--- src/rtl/am25ls191.sv ---
// rtl/am25ls191.sv - presettable synchronous binary up/down counter with max/min flag and ripple carry
module am25ls191 #(
  parameter int WIDTH = 4
) (
  input  logic             clk,
  input  logic             rst_,
  input  logic [WIDTH-1:0] in,
  input  logic             load_,
  input  logic             ent_,
  input  logic             ud,
  output logic [WIDTH-1:0] q,
  output logic             mxmn,
  output logic             rco_
);

  localparam logic [WIDTH-1:0] ONE = WIDTH'(1);

  always_ff @(posedge clk or negedge rst_) begin
    if (!rst_) begin
      q <= '0;
    end else if (!load_) begin
      q <= in;
    end else if (!ent_) begin
      q <= ud ? (q - ONE) : (q + ONE);
    end
  end

  assign mxmn = ud ? (q == '0) : (q == '1);

  // Carry is gated by the low clock phase so it can drive the next stage's clk directly.
  assign rco_ = ~(mxmn & ~ent_ & ~clk);

endmodule

--- config.mk ---
export PLATFORM = sky130hd
export DESIGN_NAME = am25ls191
export DESIGN_NICKNAME = d
export VERILOG_FILES = /design/src/rtl/am25ls191.sv
export SDC_FILE = /design/constraint.sdc
export NUM_CORES = 1
export LEC_CHECK = 0
export CAP_MARGIN = 20
export CELL_PAD_IN_SITES_DETAIL_PLACEMENT = 1
export CELL_PAD_IN_SITES_GLOBAL_PLACEMENT = 2
export CORE_AREA = 4 4 41 43
export DETAILED_ROUTE_END_ITERATION = 10
export DIE_AREA = 0 0 45 47
export DONT_BUFFER_PORTS = 1
export GPL_TIMING_DRIVEN = 0
export PLACE_DENSITY = 0.63
export REMOVE_ABC_BUFFERS = 1
export SETUP_SLACK_MARGIN = 0.2
export SYNTH_ARGS = -nofsm -noshare
export SYNTH_HDL_FRONTEND = slang
export SYNTH_SLANG_ARGS = --single-unit
export TNS_END_PERCENT = 50
--- constraint.sdc ---
create_clock -name clk -period 1.8 [get_ports clk]
set_clock_uncertainty 0.2 [all_clocks]
set_input_delay 0.09 -clock clk [delete_from_list [all_inputs] [get_ports clk]]
set_output_delay 0.09 -clock clk [all_outputs]
set_load 0.005 [all_outputs]
==> results of run 1 <==
critical path, delay by kind of cell, from the launching register on:
kind	cells	cell delay, ns
flops	1	0.42
simple gates	1	0.53
compound gates	1	0.29
buf+inv	1	0.07
cell type report:
cell class	count	share of cell area, %
inverter	4	2.84
tap	15	3.55
multi-input combinational	31	48.2
timing repair buffer	9	17.0
clock buffer	6	8.51
sequential	4	19.9
metrics by stage:
step | setup TNS, ns | total power [mW] | area [um^2] | hold slack (ns)
6_report | -0.140 | 0.484 | 529 | 0.0210
5_1_grt | -0.194 | 0.522 | 529 | 0.0498
4_1_cts | -0.164 | 0.487 | 518 | 0.0139
3_5_place_dp | 0 | 0.237 | 367 | -0.405
3_3_place_gp | 0 | 0.229 | 367 | -0.405
2_1_floorplan | 0 | 0.210 | 348 | -0.406
worst max path at each step:
stage | start | to
after floorplan | q[2] | q[3]
after global placement | q[2] | q[3]
after detailed placement | q[2] | q[3]
after CTS | q[0] | rco_
after global routing | q[0] | rco_
final | q[0] | rco_
power by group through the flow:
stage | Combinational [mW] | Sequential [mW] | Clock (mW)
CTS | 0.129 | 0.139 | 0.219
detailed placement | 0.100 | 0.135 | 0.00180
global route | 0.156 | 0.143 | 0.223
global placement | 0.0927 | 0.134 | 0.00180
floorplan | 0.0815 | 0.126 | 0.00180
finish | 0.137 | 0.139 | 0.208
cell usage after synthesis, drive strengths merged:
library cell	count	area (um^2)
nand3	3	15.0
inv	4	15.0
nand3b	1	7.51
a211o	1	8.76
nor2	4	15.0
a22oi	1	7.51
mux2i	1	10.0
or4	1	11.3
or3	1	6.26
nand2	2	7.51
o21ai	1	5.00
a21o	1	8.76
fa	1	20.0
nand4	1	6.26
ha	2	25.0
mux2	1	11.3
dfrtp	4	100
xnor2	2	17.5
or4b	1	10.0
a221oi	1	8.76
clkbuf	2	7.51
nand4bb	1	11.3
a21oi	4	20.0
layer usage:
layer  vias to the layer above  share of wire [%]
li1                        175                  -
met1                       186                 37
met2                        13                 53
met3                         2                7.6
met4                         0                2.1
met5                         -                  0
cells by family after synthesis:
family	synth area share [%]
DFF	28.2
muxes	5.99
xor gates and xnor gates	4.93
AOI/OAI and AO/OA	16.6
adders and majority gates	12.7
and+or+nand+nor	25.4
buffers and inverters	6.34
cell usage in the layout, fill, tap and decap left out:
| cell | count |
|---|---|
| dfrtp_2 | 4 |
| inv_1 | 2 |
| ha_4 | 1 |
| a211o_1 | 1 |
| nand3_1 | 3 |
| o21ai_0 | 1 |
| nor2_1 | 4 |
| or3_1 | 1 |
| a22oi_1 | 1 |
| a221oi_2 | 1 |
| nand4bb_1 | 1 |
| a21o_2 | 1 |
| dlygate4sd3_1 | 9 |
| xnor2_1 | 2 |
| clkbuf_4 | 6 |
| nand2_1 | 2 |
| mux2_2 | 1 |
| ha_1 | 1 |
| fa_1 | 1 |
| mux2i_1 | 1 |
| nand4_1 | 1 |
| a21oi_1 | 3 |
| nand3b_1 | 1 |
| a21oi_2 | 1 |
| or4b_1 | 1 |
| or4_4 | 1 |
| inv_2 | 2 |
repair_timing:
item	in CTS	in global routing
cloned	0	0
hold endpoints to repair	8	0
hold buffers	9	0
setup endpoints to repair	7	7
pin swaps	3	11
gates resized for setup	5	3
==> key figures, run 1 <==
Layout
  • Largest registers: q: 4 flops
  • Top reg by flops: q
  • Layout area overhead: 48.9%
  • Fill count: 153
  • Layout Cells excl Fill: 69
  • Max reg flops: 4
  • Layout cells sized above 1: 33.3%
  • Nets: 68
  • N_diodes: 0
  • Final core utilization: 40.7%
  • Reg area: 105 um^2
  • Multi-input gate area: 255 um^2

Route
  • Residual DRC: 0
  • Pre-antenna DRT Iters: 1
  • Vias/cell: 5.45
  • Vias: 376
  • Routed WL per cell: 15.9 um
  • DRT Wirelength: 1090 um
  • Post-route ant nets: 0
  • 1st-iter DRT viols: 0

Global route
  • Initial antenna violation count: 0
  • GRT met1 Usage: 11.5%
  • First-pass GRT wire length: 1760 um
  • Met3 usage: 4.98%
  • GR Layer Usage met2: 20.6%
  • Vias in the first global route: 425
  • Global route overflow: 0
  • Largest net degree at the start of global routing: 10
  • Most Crowded Layer GR: met2
  • GRT Util Overall: 12.5%

Pwr
  • Sw frac: 31.4%
  • VDD IR max: 0.467 mV
  • Power per Cell Area: 915 nW/um^2
  • Lkg Pwr: 0.217 nW
  • Sw Pwr: 152 uW
  • Clk pwr share: 43.0%
  • Comb power frac: 28.2%
  • Internal power: 332 uW
  • Part of the power in registers: 28.8%

Hold path
  • Min-delay src: ud
  • Hold-critical path depth: 4
  • Hold WC Path Type: input pin to flip-flop
  • Hold Path Sink: q[3]

CTS
  • Clock transition at path regs: 0.03 ns
  • CTS tree: done
  • Clk_lat worst skew: 0.34 ns
  • Post-CTS Setup Repair Bufs: 0

Floorplanning
  • DIE HEIGHT: 47 um
  • Starting Density: 27.3%
  • Die area: 2120 um^2
  • Core box area: 1300 um^2
  • Core Rows: 13
  • DIE WIDTH: 45 um
  • IO Pins: 15

Timing
  • Period minus WS final: 1.94 ns
  • RSZ-0062 raised after global routing: true
  • Worst rel slew slack: 80.8%
  • # setup viols final: 2
  • Slew @ Worst Pin: 0.287 ns
  • Fmax achieved: 0.516 GHz
  • Slew Viols, Final: 0
  • Final WS setup: -0.140 ns
  • Final Hold Viols: 0
  • Fin crit share: 108%

Setup path
  • Worst setup EP type: output port
  • FF-to-FF End: q[3]
  • Critical Path AT: 1.65 ns
  • Worst setup path class: flip-flop to output port
  • Max incr delay on CP: 0.53 ns
  • Worst Path Max Fanout: 5
  • Critical Path RT: 1.51 ns
  • RR Startpoint: q[2]
  • Worst Setup Start Kind: flip-flop
  • Worst reg2reg setup slack: 0.16 ns
  • Slowest-stage cell, CP: or4_4
  • R2R cell count: 4
  • Crit-path cells: inv_2 > or4_4 > a211o_1

Synth
  • Post-synthesis register bit count: 4
  • Post-synthesis sequential area ratio: 28.2%
  • Synth cell types: 24
  • Cells after Synth: 41
  • Synth warn: 0
  • Synth Cell Area: 355 um^2
  • Avg Inst Size Synth: 8.67 um^2

Placement
  • Cells after DPL: 54
  • Worst slack, placed: 0.0341 ns
  • DP HPWL: 743 um
  • I/O Buffers: 0
  • Placer congestion estimate: 0.650

Run status
  • Failing checks: setup timing
  • Status: finished with violations

Flow run
  • Maximum capacitance violations: 0
(Power assumes the default switching activity.)
==> run 2: changes to the inputs <==
--- a/config.mk
+++ b/config.mk
@@ -15,7 +15,6 @@
 export GPL_TIMING_DRIVEN = 0
 export PLACE_DENSITY = 0.63
 export REMOVE_ABC_BUFFERS = 1
-export SETUP_SLACK_MARGIN = 0.2
 export SYNTH_ARGS = -nofsm -noshare
 export SYNTH_HDL_FRONTEND = slang
 export SYNTH_SLANG_ARGS = --single-unit
==> key figures, run 2 (same netlist as run 1, synthesis figures left out) <==
Run status
  • Status: finished with violations
  • Failing checks: setup timing

Pwr
  • Lkg Pwr: 0.224 nW
  • Comb power frac: 27.7%
  • Total power draw: 477 uW
  • Power per Cell Area: 905 nW/um^2
  • Sw Pwr: 145 uW
  • Sw frac: 30.5%
  • Clk pwr share: 43.7%
  • VDD IR max: 0.346 mV
  • Internal power: 331 uW
  • Part of the power in registers: 28.6%

Floorplanning
  • Core box area: 1300 um^2
  • Die area: 2120 um^2
  • IO Pins: 15
  • Core Rows: 13
  • DIE WIDTH: 45 um
  • DIE HEIGHT: 47 um
  • Starting Density: 27.3%

Setup path
  • Worst Path Max Fanout: 5
  • Worst setup path class: flip-flop to output port
  • Worst Setup Start Kind: flip-flop
  • Worst setup EP type: output port
  • R2R cell count: 3
  • Critical Path RT: 1.51 ns
  • Critical Path AT: 1.66 ns

Route
  • Pre-antenna DRT Iters: 3
  • Post-route ant nets: 0
  • Vias/cell: 5.36
  • Vias: 375
  • Routed WL per cell: 15.3 um
  • 1st-iter DRT viols: 5
  • DRT Wirelength: 1070 um
  • Residual DRC: 0

Layout
  • Layout area overhead: 48.2%
  • Layout cells sized above 1: 23.6%
  • Nets: 69
  • Top reg by flops: q
  • Largest registers: q: 4 flops
  • N_diodes: 0
  • Most common cell after layout, fill and taps aside: dlygate4sd3_1
  • Max reg flops: 4
  • Most frequent cells in the layout: 10 x dlygate4sd3_1, 6 x clkbuf_4, 4 x nor2_1, 4 x a21oi_1

Global route
  • Global route overflow: 0
  • First-pass GRT wire length: 1700 um
  • GRT Util Overall: 12.2%
  • Initial antenna violation count: 0
  • Largest net degree at the start of global routing: 10
  • Vias in the first global route: 430

Placement
  • Placer congestion estimate: 0.650
  • Worst slack, placed: 0.0341 ns
  • I/O Buffers: 0
  • DP HPWL: 743 um

Timing
  • # setup viols final: 2
  • Final Hold Viols: 0
  • Period minus WS final: 1.95 ns
  • Fin crit share: 108%
  • RSZ-0062 raised after global routing: true
  • Final WS setup: -0.148 ns
  • Setup tns final: -0.148 ns
  • Fmax achieved: 0.513 GHz
  • Worst rel slew slack: 80.9%
  • Slew Viols, Final: 0
  • Slew @ Worst Pin: 0.285 ns

CTS
  • Clk_lat worst skew: 0.34 ns
  • Clock transition at path regs: 0.04 ns
  • CTS tree: done
  • Post-CTS Setup Repair Bufs: 0

Flow run
  • Maximum capacitance violations: 0

Hold path
  • Hold WC Path Type: input pin to flip-flop
  • Hold-critical path depth: 4
==> run 2: critical path: stages, from the launching register on <==
cell     delay, ns
dfrtp_2       0.42
inv_2         0.07
or4_4         0.53
a211o_1       0.29
==> run 2: final cells by class <==
cell class	count	area, um^2
fill	163	774
multi-input combinational	31	245
sequential	4	103
timing repair buffer	10	100
clock buffer	6	45.0
tap	15	18.8
inverter	4	15.0
==> run 2: stage by stage <==
stage                     instance area (um^2)  utilization, %  hold WS, ns  cells
final                                      527            40.5       0.0123     70
after global routing                       527            40.5       0.0559     70
after CTS                                  513            39.4       0.0614     70
after detailed placement                   367            28.2       -0.405     54
after global placement                     367            28.2       -0.405     54
after floorplan                            348               -       -0.406     39
==> run 2: timing repair <==
action | 4_1_cts | 5_1_grt
hold buffers | 10 | 0
resized for setup | 1 | 2
hold endpoints to repair | 8 | 0
setup endpoints to repair | 3 | 4
==> run 2: metal layers <==
layer / up-vias / wire, um / GRT usage [%]
li1: 178 / - / -
met1: 183 / 407 / 10.8
met2: 12 / 577 / 20.6
met3: 2 / 63 / 4.60
met4: 0 / 23 / 12.9
met5: - / 0 / 0
==> run 2: worst paths after layout <==
check	from	endpoint	slack, ns
max in group asynchronous	rst_	q[0]	0.84
worst min register to register	q[1]	q[1]	0.44
worst min-delay path	ud	q[2]	0.01
worst max register to register	q[0]	q[0]	0.07
worst max-delay path	q[0]	rco_	-0.15
min in group asynchronous	rst_	q[2]	0.37
==> run 2: power by group through the flow <==
stage	registers [mW]	logic, mW	clock network, mW
after floorplan	0.126	0.0815	0.00180
after global placement	0.134	0.0927	0.00180
after detailed placement	0.135	0.100	0.00180
after CTS	0.135	0.127	0.219
after global routing	0.140	0.150	0.223
final	0.136	0.132	0.209
==> run 3: changes to the inputs <==
--- a/config.mk
+++ b/config.mk
@@ -8,12 +8,12 @@
 export CAP_MARGIN = 20
 export CELL_PAD_IN_SITES_DETAIL_PLACEMENT = 1
 export CELL_PAD_IN_SITES_GLOBAL_PLACEMENT = 2
-export CORE_AREA = 4 4 41 43
+export CORE_MARGIN = 4
+export CORE_UTILIZATION = 27
 export DETAILED_ROUTE_END_ITERATION = 10
-export DIE_AREA = 0 0 45 47
 export DONT_BUFFER_PORTS = 1
 export GPL_TIMING_DRIVEN = 0
-export PLACE_DENSITY = 0.63
+export PLACE_DENSITY = 0.66
 export REMOVE_ABC_BUFFERS = 1
 export SYNTH_ARGS = -nofsm -noshare
 export SYNTH_HDL_FRONTEND = slang
==> constraint.sdc (replaced) <==
create_clock -name clk -period 1.6 [get_ports clk]
set_clock_uncertainty 0.2 [all_clocks]
set_input_delay 0.08 -clock clk [delete_from_list [all_inputs] [get_ports clk]]
set_output_delay 0.08 -clock clk [all_outputs]
set_load 0.005 [all_outputs]
==> key figures, run 3 (same netlist as run 1, synthesis figures left out) <==
Timing
  • Final Hold Viols: 0
  • # setup viols final: 7
  • Fmax achieved: 0.519 GHz
  • RSZ-0062 raised after global routing: true
  • Final WS setup: -0.328 ns
  • Period minus WS final: 1.93 ns
  • Slew @ Worst Pin: 0.289 ns
  • Fin crit share: 121%
  • Slew Viols, Final: 0
  • Worst rel slew slack: 80.7%

Route
  • Pre-antenna DRT Iters: 3
  • 1st-iter DRT viols: 4
  • Vias: 379
  • Residual DRC: 0
  • DRT Wirelength: 1310 um
  • Vias/cell: 5.34
  • Routed WL per cell: 18.5 um
  • Post-route ant nets: 0

Floorplanning
  • IO Pins: 15
  • DIE WIDTH: 44.3 um
  • Core Rows: 12
  • Core box area: 1170 um^2
  • DIE HEIGHT: 44.3 um
  • Die area: 1960 um^2
  • Starting Density: 30.3%

Run status
  • Failing checks: setup timing
  • Status: finished with violations

Placement
  • Worst slack, placed: -0.149 ns
  • I/O Buffers: 0
  • Placer congestion estimate: 0.669

Global route
  • Global route overflow: 0
  • Vias in the first global route: 479
  • First-pass GRT wire length: 2050 um
  • Initial antenna violation count: 0
  • GRT Util Overall: 15.9%
  • Largest net degree at the start of global routing: 10

Setup path
  • Worst reg2reg setup slack: -0.26 ns
  • Worst Path Max Fanout: 5
  • Crit-path cells: inv_2 > or4_4 > a211o_1
  • Worst setup path class: flip-flop to output port
  • FF-to-FF End: q[1]
  • Worst Setup Start Kind: flip-flop
  • Max incr delay on CP: 0.54 ns
  • Worst setup EP type: output port
  • CP delay by family, top: simple AND/OR/NAND/NOR gates
  • Critical Path RT: 1.32 ns
  • Slowest-stage cell, CP: or4_4
  • Critical Path AT: 1.65 ns
  • R2R cell count: 7
  • WP buf/inv: 1
  • RR Startpoint: q[0]

Layout
  • N_diodes: 0
  • Layout area overhead: 59.5%
  • Layout cells sized above 1: 42.1%
  • Most frequent cells in the layout: 9 x dlygate4sd3_1, 6 x clkbuf_4, 4 x dfrtp_2
  • Nets: 71
  • Top reg by flops: q
  • Fill count: 135
  • Most common cell after layout, fill and taps aside: dlygate4sd3_1
  • Max reg flops: 4
  • Largest registers: q: 4 flops

CTS
  • Clock transition at path regs: 0.04 ns
  • CTS tree: done
  • Clk_lat worst skew: 0.35 ns

Pwr
  • Power per Cell Area: 1040 nW/um^2
  • VDD IR max: 0.492 mV
  • Lkg Pwr: 0.237 nW
  • Total power draw: 590 uW

Hold path
  • Hold-critical path depth: 4
  • Hold WC Path Type: input pin to flip-flop
  • Min-delay src: ud
  • Hold Path Sink: q[2]

Flow run
  • Maximum capacitance violations: 0
run 3: final cells by class:
class                           instances  area [um^2]  share of cell area [%]
Inverter                                4         15.0                    2.65
Multi-Input combinational cell         31          268                    47.2
Timing Repair Buffer                   12          116                    20.5
Tap cell                               14         17.5                    3.09
Sequential cell                         4          105                    18.5
Clock buffer                            6         45.0                    7.95
run 3: worst max path at each step:
stage / depth (start not counted) / slack [ns] / endpoint / startpoint
finish: 3 / -0.33 / rco_ / q[0]
global route: 3 / -0.39 / rco_ / q[0]
CTS: 3 / -0.34 / rco_ / q[0]
detailed placement: 4 / -0.15 / q[3] / q[2]
global placement: 4 / -0.15 / q[3] / q[2]
floorplan: 4 / -0.05 / q[3] / q[2]
run 3: metrics by stage:
step	hold slack (ns)	cell area, um^2	utilization [%]	cells	TNS [ns]
after floorplan	-0.416	348	-	39	-0.0452
after global placement	-0.415	365	31.2	53	-0.221
after global routing	0.0485	567	48.4	71	-1.28
final	0.0124	567	48.4	71	-0.946
after detailed placement	-0.415	365	31.2	53	-0.250
after CTS	0.0575	529	45.2	71	-0.938
run 3: power breakdown:
group,switching (mW),internal [mW],total [mW],leakage (nW)
clock,0.0694,0.168,0.238,0.0288
sequential,0.0346,0.122,0.156,0.0424
combinational,0.0848,0.111,0.196,0.166
total,0.189,0.401,0.590,0.237
run 3: worst register-to-register path: stages, from the launching register on:
cell,delay (ns)
dfrtp_2,0.42
inv_2,0.05
buf_4,0.13
buf_6,0.11
fa_2,0.53
nor2_2,0.05
a21oi_1,0.16
a21oi_1,0.08
run 3: timing repair:
action / 4_1_cts / 5_1_grt
setup endpoints to repair: 7 / 7
setup buffers: 3 / 1
cloned: 0 / 0
pin swaps: 3 / 8
hold buffers: 9 / 0
hold endpoints to repair: 8 / 0
gates resized for setup: 4 / 10
run 3: per-layer routing:
layer | track usage, % | share of wire, % | vias to the layer above | routed length (um)
met5 | 0 | 0 | - | 0
met4 | 17.5 | 2.6 | 0 | 34
met3 | 7.32 | 4.1 | 4 | 54
met2 | 25.6 | 59 | 11 | 769
met1 | 13.7 | 34 | 183 | 452
li1 | - | - | 181 | -
